<file path="config.mk">
export PLATFORM = sky130hd
export DESIGN_NAME = bus_deserializer
export DESIGN_NICKNAME = d
export VERILOG_FILES = /design/src/rtl/bus_deserializer.sv
export SDC_FILE = /design/constraint.sdc
export NUM_CORES = 1
export LEC_CHECK = 0
export BUFFER_PORTS_ARGS = -buffer_cell sky130_fd_sc_hd__buf_2
export CAP_MARGIN = 30
export CORE_AREA = 3 3 111 113
export DETAILED_ROUTE_END_ITERATION = 8
export DIE_AREA = 0 0 114 116
export PLACE_DENSITY = 0.68
export SLEW_MARGIN = 20
export SYNTH_ARGS = -nofsm -noshare
export SYNTH_HDL_FRONTEND = slang
export SYNTH_HIERARCHICAL = 1
export SYNTH_SLANG_ARGS = --single-unit
</file>
<file path="constraint.sdc">
create_clock -name clk -period 1.85 [get_ports clk]
set_input_delay 0.0925 -clock clk [delete_from_list [all_inputs] [get_ports clk]]
set_output_delay 0.0925 -clock clk [all_outputs]
set_load 0.03 [all_outputs]
</file>
<file path="src/rtl/bus_deserializer.sv">
// bus_deserializer: packs BUSWIDTH-bit beats into words of 2**SELWIDTH lanes, lane 0 in the LSBs.
// Optional BUS_DESERIALIZER_SKID_EN: accept the next word's first beat on the output transfer cycle.

module bus_deserializer_lane #(
  parameter int W = 8
) (
  input  logic         clk,
  input  logic         rst_n,
  input  logic         we,
  input  logic         clr,
  input  logic [W-1:0] d,
  output logic [W-1:0] q
);
  // a write on the transfer cycle wins over the clear so a skid beat survives
  always_ff @(posedge clk or negedge rst_n) begin
    if (!rst_n)   q <= '0;
    else if (we)  q <= d;
    else if (clr) q <= '0;
  end
endmodule

module bus_deserializer #(
  parameter int BUSWIDTH = 32,
  parameter int SELWIDTH = 2
) (
  input  logic                              clk,
  input  logic                              rst_n,
  input  logic                              in_valid,
  output logic                              in_ready,
  input  logic [BUSWIDTH-1:0]               in_data,
  input  logic                              flush,
  output logic                              out_valid,
  input  logic                              out_ready,
  output logic [BUSWIDTH*(2**SELWIDTH)-1:0] out_data,
  output logic [SELWIDTH:0]                 out_len
);
  localparam int N = 2**SELWIDTH;
`ifdef BUS_DESERIALIZER_SKID_EN
  localparam bit SKID = 1'b1;
`else
  localparam bit SKID = 1'b0;
`endif
  localparam logic [SELWIDTH-1:0] CNT_ONE  = 1;
  localparam logic [SELWIDTH-1:0] CNT_LAST = '1;
  localparam logic [SELWIDTH:0]   LEN_ONE  = 1;

  typedef enum logic {FILL, HOLD} state_t;

  state_t                     state;
  logic [SELWIDTH-1:0]        cnt;
  logic                       acc;
  logic                       xfer;
  logic [N-1:0][BUSWIDTH-1:0] lanes;

  assign in_ready  = (state == FILL) || (SKID && out_ready);
  assign acc       = in_valid && in_ready;
  assign xfer      = (state == HOLD) && out_ready;
  assign out_valid = (state == HOLD);
  assign out_data  = lanes;

  // cnt is 0 throughout HOLD, so a skid beat lands in lane 0
  for (genvar i = 0; i < N; i++) begin : g_lane
    bus_deserializer_lane #(.W(BUSWIDTH)) u_lane (
      .clk  (clk),
      .rst_n(rst_n),
      .we   (acc && (cnt == SELWIDTH'(i))),
      .clr  (xfer),
      .d    (in_data),
      .q    (lanes[i])
    );
  end

  always_ff @(posedge clk or negedge rst_n) begin
    if (!rst_n) begin
      state   <= FILL;
      cnt     <= '0;
      out_len <= '0;
    end else if (state == FILL) begin
      if (acc) begin
        if (cnt == CNT_LAST || flush) begin
          state   <= HOLD;
          out_len <= {1'b0, cnt} + LEN_ONE;
          cnt     <= '0;
        end else begin
          cnt <= cnt + CNT_ONE;
        end
      end else if (flush && cnt != '0) begin
        state   <= HOLD;
        out_len <= {1'b0, cnt};
        cnt     <= '0;
      end
    end else if (out_ready) begin
      state   <= FILL;
      out_len <= '0;
      cnt     <= acc ? CNT_ONE : '0;
    end
  end
endmodule

</file>
==> After elaboration in Yosys (flattened, before gate mapping) <==
Index checks and enable logic that the tools add are counted.
{ "op_classes": {"n_eq_ne": 5, "shifts": 0, "n_lt_le_gt_ge": 0, "multipliers": 0, "add_sub_neg": 2, "n_bitwise": 1, "n_reduce_logical": 17, "n_mux": 21, "div_mod_pow": 0} }
{ "op_table": {"columns": ["operator", "n"], "rows": [
  ["$mux 32", 5],
  ["$mux 3", 5],
  ["$mux 2", 5],
  ["$reduce_bool 2->1", 5],
  ["$logic_and 1x1->1", 7],
  ["$mux 1", 6],
  ["$eq 2x2->1 const B", 2],
  ["$add 2x1->3 const B", 1],
  ["$ne 3x2->1 const B", 1],
  ["$reduce_and 3->1", 1],
  ["$reduce_bool 3->1", 1],
  ["$add 2x1->2 const B", 1],
  ["$eq 2x1->1 const B", 1],
  ["$logic_not 2->1", 1],
  ["$ne 2x2->1 const B", 1],
  ["$reduce_and 2->1", 1],
  ["$logic_or 1x1->1", 1],
  ["$not 1->1", 1]
]} }
{ "word_totals": {"input_bits": 37, "latchBits": 0, "mem_bits_ro": 0, "out_inout_bits": 133, "memories": 0, "wordCells": 53, "ram_bits": 0, "ff_bits": 134} }

==> Logic depth before layout (Yosys ltp) <==
{ "depth": {"depth_word": 5, "ltp_mapped": 7, "mapped_depth_nobuf": 5} }

==> Modules after synthesis <==
Netlist, hierarchy kept.
{ "by_module_without_submodules": {"columns": ["module", "n_inst", "area_per_inst_um2", "cells_each", "seq_area_each_um2"], "rows": [
  ["bus_deserializer_lane", 4, 1173.6, 72, 800.8],
  ["bus_deserializer", 1, 435.4, 43, 150.1]
]} }

==> Worst setup path after synthesis <==
Ideal clock, no wire load.
{ "synth_path": {"kind": "flip-flop to flip-flop", "startpoint": "register state, in the netlist out_valid", "endpoint": "register g_lane[0].u_lane.q[20]", "n_path_buf": 2, "path_stages_with_launch": 6, "setup_time_ns": 0.121, "required_ns": 1.729, "synth_period_minus_slack_ns": 1.844, "setup_slack_ns": 0.006, "arrival_time_ns": 1.723, "cell_sequence": "dfrtp_1 -> buf_2 -> and2_1 -> nor2_8 -> buf_8 -> a22o_1"} }
{ "synth_between": {"elab_cells_between_ends": 6, "classes_between": "mux: 1; bitwise: 1; reduce/logical: 4"} }
{ "synth_lines": {"columns": ["element", "line_no", "source"], "rows": [
  ["start: declaration", "49", "state_t state;"],
  ["start signal: assignment", "75", "state <= FILL;"],
  ["start signal: assignment", "81", "state <= HOLD;"],
  ["start signal: assignment", "88", "state <= HOLD;"],
  ["$logic_and 1x1->1", "57", "assign xfer = (state == HOLD) && out_ready;"],
  ["named net xfer", "52", "logic xfer;"],
  ["$reduce_bool 2->1 (no line)", null, null],
  ["end signal: assignment", "16", "if (!rst_n) q <= '0;"],
  ["end signal: assignment", "17", "else if (we) q <= d;"],
  ["end signal: assignment", "18", "else if (clr) q <= '0;"],
  ["end: declaration", "12", "output logic [W-1:0] q"]
]} }
The timed path passes the listed nets, and every way through them passes these cells.
A chain may end at the register's enable or synchronous reset.

==> Final worst setup path <==
{ "layout_path": {"startpoint": "register cnt[0]", "endpoint": "register g_lane[0].u_lane.q[14]"} }
{ "layout_between": {"elab_chain_len": 3, "elab_cells_between_ends": 4, "classes_between": "mux: 1; reduce/logical: 3"} }
{ "layout_rtl": {"columns": ["element", "line_no", "source"], "rows": [
  ["start: declaration", "50", "logic [SELWIDTH-1:0] cnt;"],
  ["start signal: assignment", "85", "cnt <= cnt + CNT_ONE;"],
  ["start signal: assignment", "95", "cnt <= acc ? CNT_ONE : '0;"],
  ["$logic_not 2->1 *", "66", ".we (acc && (cnt == SELWIDTH'(i))),"],
  ["$logic_and 1x1->1 *", "66", null],
  ["$mux 32 or $reduce_bool 2->1 (tied branches)", null, null]
]} }
Every way passes the cells marked *; elsewhere a longest branch is shown, timed or not.

==> results.py <==
metrics = {
    "yosys": {
        "synth_area_um2": 5130,
        "post-synth-top-area-fraction": 0.654,
        "synth_top_cells_by_count": "dfrtp_1 (134), a22o_1 (125), buf_2 (13)",
        "ys_async_sr_fraction": 1.00,
        "synth.largest_area_cell": "dfrtp_1",
        "cell_with_the_most_instances_after_synthesis": "dfrtp_1",
        "cell_variety_after_synth": 28,
        "synthCells": 331,
        "synth_nets": 372,
        "synth_warnings": 6,
        "synth_seq_cells": 134,
        "yosysSeqAreaShare": 0.654,
        "post_synth.cell_area_avg_um2": 15.5,
        "postSynth.topFlopCell": "dfrtp_1",
        "post_synth_main_area_contributors": "dfrtp_1 (65%), a22o_1 (21%), buf_8 (3.5%)",
        "synth_edf_count": 0,
    },
    "layout": {
        "fin_nets": 573,
        "num_antenna_cells": 0,
        "final_cell_count_no_fill": 688,
        "syn2layout_area_growth_pct": 35.7,
        "drive_gt1_frac": 0.413,
        "layout.cell_area.non_filler_um2": 6960,
    },
    "grt": {
        "wire_length_of_the_first_global_routing_pass_um": 21800,
        "met2_usage": 0.343,
        "first_global_vias": 4064,
        "busiest_layer": "met2",
        "pin_count_of_the_biggest_net_entering_global_routing": 73,
        "overflow": 0,
        "grtUsageMet3": 0.0606,
        "grt.total_usage": 0.213,
        "global_route.usage.met1": 0.281,
        "antenna_found_initial": 0,
    },
    "worst_setup_path": {
        "timing.critical_path.from_type": "flop",
        "worstPathArrival_ns": 2.04,
        "setup.worst_path.class": "reg2reg",
        "timing.critical_path.fanout_max": 32,
        "timing.critical_path.to_type": "flop",
        "cp_data_required_time_ns": 2.19,
    },
    "routing": {
        "drt_pass1_iterations": 4,
        "ant_nets": 0,
        "post-route-drc-count": 0,
        "ratio_of_routed_vias_to_standard_cells": 5.60,
        "via_count": 3850,
        "finalWirelength_um": 13700,
        "routedWlPerCell_um": 20.0,
        "detail_route.iter0.violations": 240,
    },
    "placement": {
        "hpwl_um": 8610,
        "io_buffers": 169,
        "dpl_worst_slack_ns": 0.160,
        "dpl.cell_count": 623,
        "gpl.final_weighted_congestion": 0.764,
        "placedInstanceArea_um2": 5950,
    },
    "sta": {
        "worst_pin_slew_ns": 0.727,
        "final-setup-viol-count": 0,
        "rsz0062_at_grt": "false",
        "slew_viol_final": 0,
        "min_period_over_period": 0.920,
        "worst_case_headroom_to_the_max_slew_limit": 0.515,
        "clock.fmax_mhz": 587,
        "setup-tns-final_ns": 0,
        "finClkSkew_ns": 0.0111,
        "final_hold_viol_count": 0,
        "min_period_ns": 1.70,
        "final_critical_path_setup_slack_ns": 0.148,
    },
    "clock_tree": {
        "cts_sinks": 134,
        "post-cts-setup-buffers": 0,
        "cts-resized-gates": 0,
        "clk_latency_ns": 0.41,
        "cts_max_path_buffers": 2,
        "hold_buffers": 33,
        "cts_tree": "built",
        "clkSlewWorstSetupHoldPaths_ns": 0.06,
        "clock_tree.root_cell": "clkbuf_16",
        "cts.htree.levels": 4,
        "cts_made_buffers": 17,
    },
    "status": {
        "run_status": "complete, no violations",
    },
    "floorplanning": {
        "floorplan.initialDensity": 0.449,
        "die_extent_in_x_um": 114,
        "core.rowCount": 39,
        "chipHeight_um": 116,
        "num_io_pins": 170,
        "core_um2": 11400,
        "die-area_um2": 13200,
    },
    "hold_path": {
        "holdCritPathClass": "in2reg",
    },
    "pwr": {
        "power_leakage_nw": 3.77,
        "max-vdd-ir-drop_mv": 1.18,
        "pwr_density_cell_nw_per_um2": 1720,
    },
    "job": {
        "maxCapViolations": 0,
    },
}
-- per-layer routing --
metal  routed length, µm  part of all wire  vias up
met2                6760              0.49      158
met1                5910              0.43     1997
met3                 895             0.065       16
li1                    -                 -     1679
met5                   0                 0        -
met4                 169             0.012        0
-- stage by stage --
stage	total power, W	hold slack (ns)	util
floorplan	0.00697	-0.203	-
global placement	0.00807	0.0642	0.521
detailed placement	0.00814	0.0695	0.521
CTS	0.0121	0.0188	0.609
global route	0.0125	0.0615	0.609
finish	0.0120	0.0503	0.609
-- flip-flops by register name, indices dropped and copies added, names as in the netlist --
register,count
cnt,2
g_lane.u_lane/q,128
out_len,3
out_valid,1
-- report_power, final --
part           total [W]  leakage (nW)  switching [W]  internal, W
combinational    0.00393          1.64        0.00269      0.00124
clock            0.00382         0.323        0.00122      0.00260
sequential       0.00422          1.81       0.000514      0.00371
-- area by class of cell --
type	count	area (µm²)
Sequential cell	134	3350
Clock inverter	12	221
Inverter	3	11.3
Timing Repair Buffer	212	1270
Multi-Input combinational cell	164	1470
Fill cell	900	4460
Tap cell	143	179
Clock buffer	20	457
-- placed cells by master, fill, tap and decap left out, drive strengths merged, types with 2 or more instances in the layout --
cell         instances
nor2                 5
dfrtp              134
dlygate4sd3         33
nor4                 2
clkinvlp             3
clkbuf              20
bufinv               6
nor2b                3
a311o                2
buf                179
ha                   4
a22o               129
inv                  4
clkinv               2
and2                 6
-- path summary, 6_finish.rpt --
path,cells after the start,slack (ns),to,from
worst min-delay path,3,0.05,out_valid,out_ready
min in group asynchronous,2,0.18,out_len[0],rst_n
max in group asynchronous,3,0.93,g_lane[3].u_lane/q[31],rst_n
worst max register to register,5,0.15,g_lane[0].u_lane/q[14],cnt[0]
worst min register to register,1,0.49,g_lane[1].u_lane/q[19],g_lane[1].u_lane/q[19]
worst max-delay path,5,0.15,g_lane[0].u_lane/q[14],cnt[0]
-- cells by family (layout without fill, tap and decap cells) --
kind of cell	after synthesis	after routing	share of synthesized area
compound gates	136	136	0.233
xor+xnor	1	1	0.00171
fa+ha+maj	4	4	0.00976
buf+inv	33	247	0.0610
flops	134	134	0.654
mux	2	2	0.00415
simple gates	21	21	0.0371
-- worst max-delay path, cell delays in order (launching register included) --
cell     delay (ns)
dfrtp_1        0.42
inv_1          0.11
ha_1           0.23
and2_1         0.22
nor2_8         0.44
a22o_1         0.22
(Power assumes the default switching activity.)
